<file path="config.mk">
export PLATFORM = sky130hd
export DESIGN_NAME = fetch_unit_flat
export DESIGN_NICKNAME = d
export VERILOG_FILES = /design/src/rtl/cpu_pkg.sv /design/src/rtl/fetch_unit_if.sv /design/src/rtl/fetch_unit.sv /design/src/flat_wrapper.sv
export SDC_FILE = /design/constraint.sdc
export NUM_CORES = 1
export LEC_CHECK = 0
export ABC_AREA = 1
export CAP_MARGIN = 20
export CORE_MARGIN = 3
export CORE_UTILIZATION = 30
export DETAILED_ROUTE_END_ITERATION = 16
export GPL_TIMING_DRIVEN = 0
export PLACE_DENSITY_LB_ADDON = 0.25
export RECOVER_POWER = 100
export SLEW_MARGIN = 20
export SYNTH_ARGS = -nofsm -noshare
export SYNTH_HDL_FRONTEND = slang
export SYNTH_SLANG_ARGS = --single-unit
export TNS_END_PERCENT = 10
</file>
<file path="constraint.sdc">
create_clock -name clk -period 3.4 [get_ports clk]
set_input_delay 1.02 -clock clk [delete_from_list [all_inputs] [get_ports clk]]
set_output_delay 1.02 -clock clk [all_outputs]
set_load 0.03 [all_outputs]
</file>
<file path="src/rtl/cpu_pkg.sv">
// Shared core definitions for the fetch stage.
// Holds the fetch FSM encoding and fetch constants.
package cpu_pkg;

  typedef enum logic [1:0] {
    REQ  = 2'd0,
    WAIT = 2'd1,
    HOLD = 2'd2
  } fetch_state_e;

  localparam int unsigned WORD_INC = 4;

  localparam logic [31:0] NOP_INSTR =
    32'h0000_0000;

endpackage

</file>
<file path="src/rtl/fetch_unit_if.sv">
// Instruction memory request/grant/response port.
// Master is the fetch side, slave is the memory.
interface fetch_unit_if #(
  parameter int ADDR_W  = 32,
  parameter int INSTR_W = 32
);

  logic               req;
  logic [ADDR_W-1:0]  addr;
  logic               gnt;
  logic               rvalid;
  logic [INSTR_W-1:0] rdata;

  modport master (
    output req,
    output addr,
    input  gnt,
    input  rvalid,
    input  rdata
  );

  modport slave (
    input  req,
    input  addr,
    output gnt,
    output rvalid,
    output rdata
  );

endinterface

</file>
<file path="src/rtl/fetch_unit.sv">
// Instruction fetch stage: PC, imem handshake,
// redirect/stall handling and the IF/ID register.
import cpu_pkg::*;

module fetch_unit #(
  parameter int                 ADDR_W   = 32,
  parameter int                 INSTR_W  = 32,
  parameter logic [ADDR_W-1:0]  RESET_PC = '0
) (
  input  logic               clk,
  input  logic               rst_n,
  fetch_unit_if.master       imem,
  input  logic               redirect,
  input  logic [ADDR_W-1:0]  redirect_pc,
  input  logic               stall,
  output logic               id_valid,
  output logic [INSTR_W-1:0] id_instr,
  output logic [ADDR_W-1:0]  id_pc_plus4
);

  fetch_state_e       state_q, state_d;
  logic [ADDR_W-1:0]  pc_q, pc_d;
  logic               drop_q, drop_d;
  logic [INSTR_W-1:0] buf_q, buf_d;
  logic               vld_q, vld_d;
  logic [INSTR_W-1:0] instr_q, instr_d;
  logic [ADDR_W-1:0]  pc4_q, pc4_d;

  logic               req;
  logic               gnt_ok;
  logic [ADDR_W-1:0]  target;
  logic               unused_lsb;

  assign req       = (state_q == REQ) && rst_n;
  assign imem.req  = req;
  assign imem.addr = pc_q;
  assign gnt_ok    = req && imem.gnt;

  assign target     = {redirect_pc[ADDR_W-1:2], 2'b00};
  assign unused_lsb = ^redirect_pc[1:0];

  assign id_valid    = vld_q;
  assign id_instr    = instr_q;
  assign id_pc_plus4 = pc4_q;

  always_comb begin
    state_d = state_q;
    pc_d    = pc_q;
    drop_d  = drop_q;
    buf_d   = buf_q;
    vld_d   = vld_q;
    instr_d = instr_q;
    pc4_d   = pc4_q;
    if (redirect) begin
      vld_d   = 1'b0;
      pc_d    = target;
      state_d = REQ;
      drop_d  = 1'b0;
      // a request in flight must have its reply eaten
      if ((state_q == WAIT && !imem.rvalid) ||
          gnt_ok) begin
        drop_d  = 1'b1;
        state_d = WAIT;
      end
    end else begin
      if (!stall) vld_d = 1'b0;
      unique case (state_q)
        REQ: begin
          if (gnt_ok) begin
            pc_d    = pc_q + ADDR_W'(WORD_INC);
            state_d = WAIT;
          end
        end
        WAIT: begin
          if (imem.rvalid) begin
            if (drop_q) begin
              drop_d  = 1'b0;
              state_d = REQ;
            end else if (!stall) begin
              vld_d   = 1'b1;
              instr_d = imem.rdata;
              pc4_d   = pc_q;
              state_d = REQ;
            end else begin
              buf_d   = imem.rdata;
              state_d = HOLD;
            end
          end
        end
        HOLD: begin
          if (!stall) begin
            vld_d   = 1'b1;
            instr_d = buf_q;
            pc4_d   = pc_q;
            state_d = REQ;
          end
        end
        default: state_d = REQ;
      endcase
    end
  end

  always_ff @(posedge clk) begin
    if (!rst_n) begin
      state_q <= REQ;
      pc_q    <= RESET_PC;
      drop_q  <= 1'b0;
      buf_q   <= '0;
      vld_q   <= 1'b0;
      instr_q <= '0;
      pc4_q   <= '0;
    end else begin
      state_q <= state_d;
      pc_q    <= pc_d;
      drop_q  <= drop_d;
      buf_q   <= buf_d;
      vld_q   <= vld_d;
      instr_q <= instr_d;
      pc4_q   <= pc4_d;
    end
  end

endmodule

</file>
<file path="src/flat_wrapper.sv">
// flat-port wrapper written by rule: the top's interface ports become plain ports
module fetch_unit_flat 
#(
  parameter int                 ADDR_W   = 32,
  parameter int                 INSTR_W  = 32,
  parameter logic [ADDR_W-1:0]  RESET_PC = '0
)
  (clk, rst_n, redirect, redirect_pc, stall, id_valid, id_instr, id_pc_plus4, imem_req, imem_addr, imem_gnt, imem_rvalid, imem_rdata);
  fetch_unit_if #(.ADDR_W(ADDR_W), .INSTR_W(INSTR_W)) imem_i ();
  input  logic clk;
  input  logic rst_n;
  input  logic redirect;
  input  logic [ADDR_W-1:0] redirect_pc;
  input  logic stall;
  output logic id_valid;
  output logic [INSTR_W-1:0] id_instr;
  output logic [ADDR_W-1:0] id_pc_plus4;
  output wire logic [$bits(imem_i.req)-1:0] imem_req;
  output wire logic [$bits(imem_i.addr)-1:0] imem_addr;
  input wire logic [$bits(imem_i.gnt)-1:0] imem_gnt;
  input wire logic [$bits(imem_i.rvalid)-1:0] imem_rvalid;
  input wire logic [$bits(imem_i.rdata)-1:0] imem_rdata;
  assign imem_req = imem_i.req;
  assign imem_addr = imem_i.addr;
  assign imem_i.gnt = imem_gnt;
  assign imem_i.rvalid = imem_rvalid;
  assign imem_i.rdata = imem_rdata;
  fetch_unit #(.ADDR_W(ADDR_W), .INSTR_W(INSTR_W), .RESET_PC(RESET_PC)) u_core (.clk(clk), .rst_n(rst_n), .imem(imem_i), .redirect(redirect), .redirect_pc(redirect_pc), .stall(stall), .id_valid(id_valid), .id_instr(id_instr), .id_pc_plus4(id_pc_plus4));
endmodule
</file>
==> tab_implementation.tex <==
\begin{tabular}{lr}
\hline
Metric & Value \\
\hline
\multicolumn{2}{l}{\textbf{Yosys}} \\
Cell area after synthesis & 5920 um\^{}2 \\
Primary FF master, synth & sky130\_fd\_sc\_hd\_\_dfxtp\_1 \\
Post-synthesis sequential area ratio & 0.433 \\
Number of synthesis warnings & 0 \\
Average footprint of a synthesized cell & 7.07 um\^{}2 \\
Count of distinct cell types in the synthesized netlist & 36 \\
Most used standard cell by instance count after synthesis & sky130\_fd\_sc\_hd\_\_nand2\_1 \\
Leading cell types by count after synthesis & sky130\_fd\_sc\_hd\_\_nand2\_1, sky130\_fd\_sc\_hd\_\_dfxtp\_1, sky130\_fd\_sc\_hd\_\_inv\_1, sky130\_fd\_sc\_hd\_\_a21oi\_1, sky130\_fd\_sc\_hd\_\_o21ai\_0 \\
Fraction of registers with async set or reset after synthesis & 0 \\
Post-synthesis cell count & 837 \\
Area share of the largest cell type after synthesis & 0.433 \\
EDFF count, synth & 0 \\
Post-synthesis cell type with the largest combined area & sky130\_fd\_sc\_hd\_\_dfxtp\_1 \\
Dominant cells by area after synthesis & sky130\_fd\_sc\_hd\_\_dfxtp\_1, sky130\_fd\_sc\_hd\_\_nand2\_1, sky130\_fd\_sc\_hd\_\_a21oi\_1 \\
Number of flip-flops and latches in the synthesized netlist & 128 \\
\multicolumn{2}{l}{\textbf{Critical path}} \\
Launching element type of the critical path & primary input \\
Buffers \& Inverters on Critical Path & 3 \\
Maximum fanout along the worst path & 6 \\
Worst EP required & 2380 ps \\
CP endpoint kind & primary output \\
Arrival time reported for the critical path endpoint & 2200 ps \\
Cell Chain, Critical Path & clkdlybuf4s50\_1 > nand2\_1 > inv\_1 > dlygate4sd2\_1 \\
Kind of critical path & primary input to primary output \\
Largest incremental delay on the critical path & 590 ps \\
Slowest library cell on the worst path & sky130\_fd\_sc\_hd\_\_clkdlybuf4s50\_1 \\
Kind of cell adding the most delay to the critical path & buffers and inverters \\
\multicolumn{2}{l}{\textbf{STA}} \\
Setup repair after global routing missed its margin & no \\
Transition at the pin with the smallest max-transition slack & 600 ps \\
Min Tclk post-route & 3220 ps \\
Setup violators final & 0 \\
WHS & 444 ps \\
Final hold violation count & 0 \\
Achievable Freq & 310 MHz \\
Final-report max-slew violation count & 0 \\
Worst setup skew after layout & 10.6 ps \\
Tightest slew margin relative to the limit & 0.600 \\
Final period utilization & 0.947 \\
\multicolumn{2}{l}{\textbf{Flow run}} \\
Total of max-cap violations & 0 \\
\multicolumn{2}{l}{\textbf{Detailed routing}} \\
Total number of vias & 6,101 \\
Number of vias per cell after detailed routing & 4.72 \\
Final wirelength & 19,700 um \\
DR DRC count & 0 \\
Remaining antenna violation count after routing & 0 \\
Number of iterations in the first detailed-routing pass & 5 \\
Drt wl/cell & 15.3 um \\
Initial DRC count & 344 \\
\multicolumn{2}{l}{\textbf{Place}} \\
Port Buffers & 160 \\
Final Wtd Congestion & 0.876 \\
Half-perimeter wire length of the detailed placement result & 14,400 um \\
\multicolumn{2}{l}{\textbf{GRT}} \\
Overall overflow remaining after global route & 0 \\
Number of global-route vias before repair & 5,717 \\
Global routing usage summed across all routing layers & 0.183 \\
Largest net degree at the start of global routing & 17 \\
Number of antenna violations at the first check in global routing & 1 \\
First-pass GRT wire length & 31,200 um \\
\multicolumn{2}{l}{\textbf{Layout}} \\
Fraction of final layout cells sized beyond drive strength 1 & 0.0688 \\
Post-layout nets & 1,093 \\
Filler cells & 2,008 \\
Area added between synthesis and finish & 41.1\% \\
Utilization after layout & 0.439 \\
\multicolumn{2}{l}{\textbf{CTS}} \\
Number of post-CTS setup repair buffers & 0 \\
Number of sinks handled by clock tree synthesis & 128 \\
Root buffer cell & sky130\_fd\_sc\_hd\_\_clkbuf\_16 \\
TritonCTS clock tree & built \\
Number of CTS-inserted buffers & 17 \\
Skew-Pair Late Insertion Delay & 430 ps \\
\# hold bufs at CTS & 0 \\
Post-CTS resize count & 1 \\
Clk buf depth & 2 \\
\# H-tree levels & 4 \\
Worst-path clk slew & 60 ps \\
\multicolumn{2}{l}{\textbf{Floorplanning}} \\
Die extent in x & 146 um \\
Die Area & 21,500 um\^{}2 \\
Num rows & 50 \\
Placeable core region & 19,000 um\^{}2 \\
Total I/O pin count & 168 \\
Starting density of the core & 0.311 \\
Die boundary height & 146 um \\
\multicolumn{2}{l}{\textbf{Power and ir drop}} \\
Worst voltage drop across the vdd grid & 0.347 mV \\
Leak pwr & 3.43 nW \\
P per Cell Area & 560 nW/um\^{}2 \\
\multicolumn{2}{l}{\textbf{Hold path}} \\
Worst Hold Class & flop to flop \\
\multicolumn{2}{l}{\textbf{Run status}} \\
Status & complete, no violations \\
\hline
\end{tabular}
layer usage:
| layer | up-vias | global-route usage | share of wire |
|---|---|---|---|
| met5 | - | 0 | 0 |
| met4 | 0 | 0.0626 | 0.019 |
| met3 | 26 | 0.0562 | 0.073 |
| met2 | 200 | 0.287 | 0.45 |
| met1 | 2766 | 0.240 | 0.46 |
| li1 | 3109 | - | - |
layout make-up:
cell class	instances	area [um^2]	share of cell area
Antenna cell	1	2.50	0.000300
Buffer	48	228	0.0273
Clock buffer	17	425	0.0509
Clock inverter	15	135	0.0162
Inverter	97	368	0.0440
Multi-Input combinational cell	567	2710	0.324
Sequential cell	128	2560	0.307
Tap cell	260	325	0.0389
Timing Repair Buffer	160	1600	0.192
flip-flops by register name, summed over array words and instances, names as in the netlist:
signal              count
u_core.id_pc_plus4     30
u_core.id_valid         1
u_core.id_instr        32
u_core.drop_q           1
u_core.buf_q           32
u_core.imem.addr       30
u_core.state_q          2
worst register-to-register path: stages, from the launching register on:
cell	delay (ps)
sky130_fd_sc_hd__dfxtp_1	340
sky130_fd_sc_hd__inv_1	80
sky130_fd_sc_hd__ha_1	310
sky130_fd_sc_hd__inv_1	60
sky130_fd_sc_hd__a21oi_1	180
sky130_fd_sc_hd__nand4_1	300
sky130_fd_sc_hd__inv_1	380
sky130_fd_sc_hd__clkbuf_1	410
sky130_fd_sc_hd__o21ai_0	130
sky130_fd_sc_hd__a21oi_1	150
stage by stage:
step	instances	worst slack, ps	total power, W	TNS (ps)	area, um^2
global route	1293	90.4	0.00492	0	8350
global placement	1260	-134	0.00305	-134	7860
detailed placement	1260	-139	0.00305	-139	7860
finish	1293	179	0.00468	0	8350
CTS	1292	131	0.00482	0	8420
floorplan	840	1100	0.00252	0	5930
placed cells by master, fill, tap and decap left out, drive strengths merged:
master	n
nor2	68
o21ai	125
dlygate4sd2	1
a211oi	2
a32o	1
xnor2	2
clkinvlp	2
and2	2
clkbuf	46
buf	19
nand3	36
o211ai	1
a22oi	1
nand2	193
a21oi	82
nand4	3
xor2	3
conb	4
clkinv	4
diode	1
a31oi	37
dlygate4sd3	95
dfxtp	128
clkdlybuf4s50	64
nor3	3
inv	106
ha	4
kinds of logic (layout without fill, tap and decap cells):
family	count (synthesis)	in the layout	share of synthesized area
buffers and inverters	145	337	0.105
flip-flops	128	128	0.433
other	1	5	0.000633
AND/OR/NAND/NOR	305	305	0.223
AO/OA/AOI/OAI	249	249	0.223
adder cells (fa/ha/maj)	4	4	0.00845
XOR/XNOR	5	5	0.00740
path summary, 6_finish.rpt:
kind,start,end,slack [ps],cells after the start
setup / recovery,rst_n,imem_req,180,4
hold / removal,u_core.buf_q[19],u_core.buf_q[19],440,2
setup reg to reg,u_core.state_q[0],u_core.id_pc_plus4[20],990,9
hold reg to reg,u_core.buf_q[19],u_core.buf_q[19],440,2
power breakdown:
group | leakage, nW | switching, W | internal, W
Sequential | 1.05 | 0.000105 | 0.00166
Clock | 0.279 | 0.000792 | 0.000968
Combinational | 2.11 | 0.000734 | 0.000419
Power figures use the tool's default switching activity.
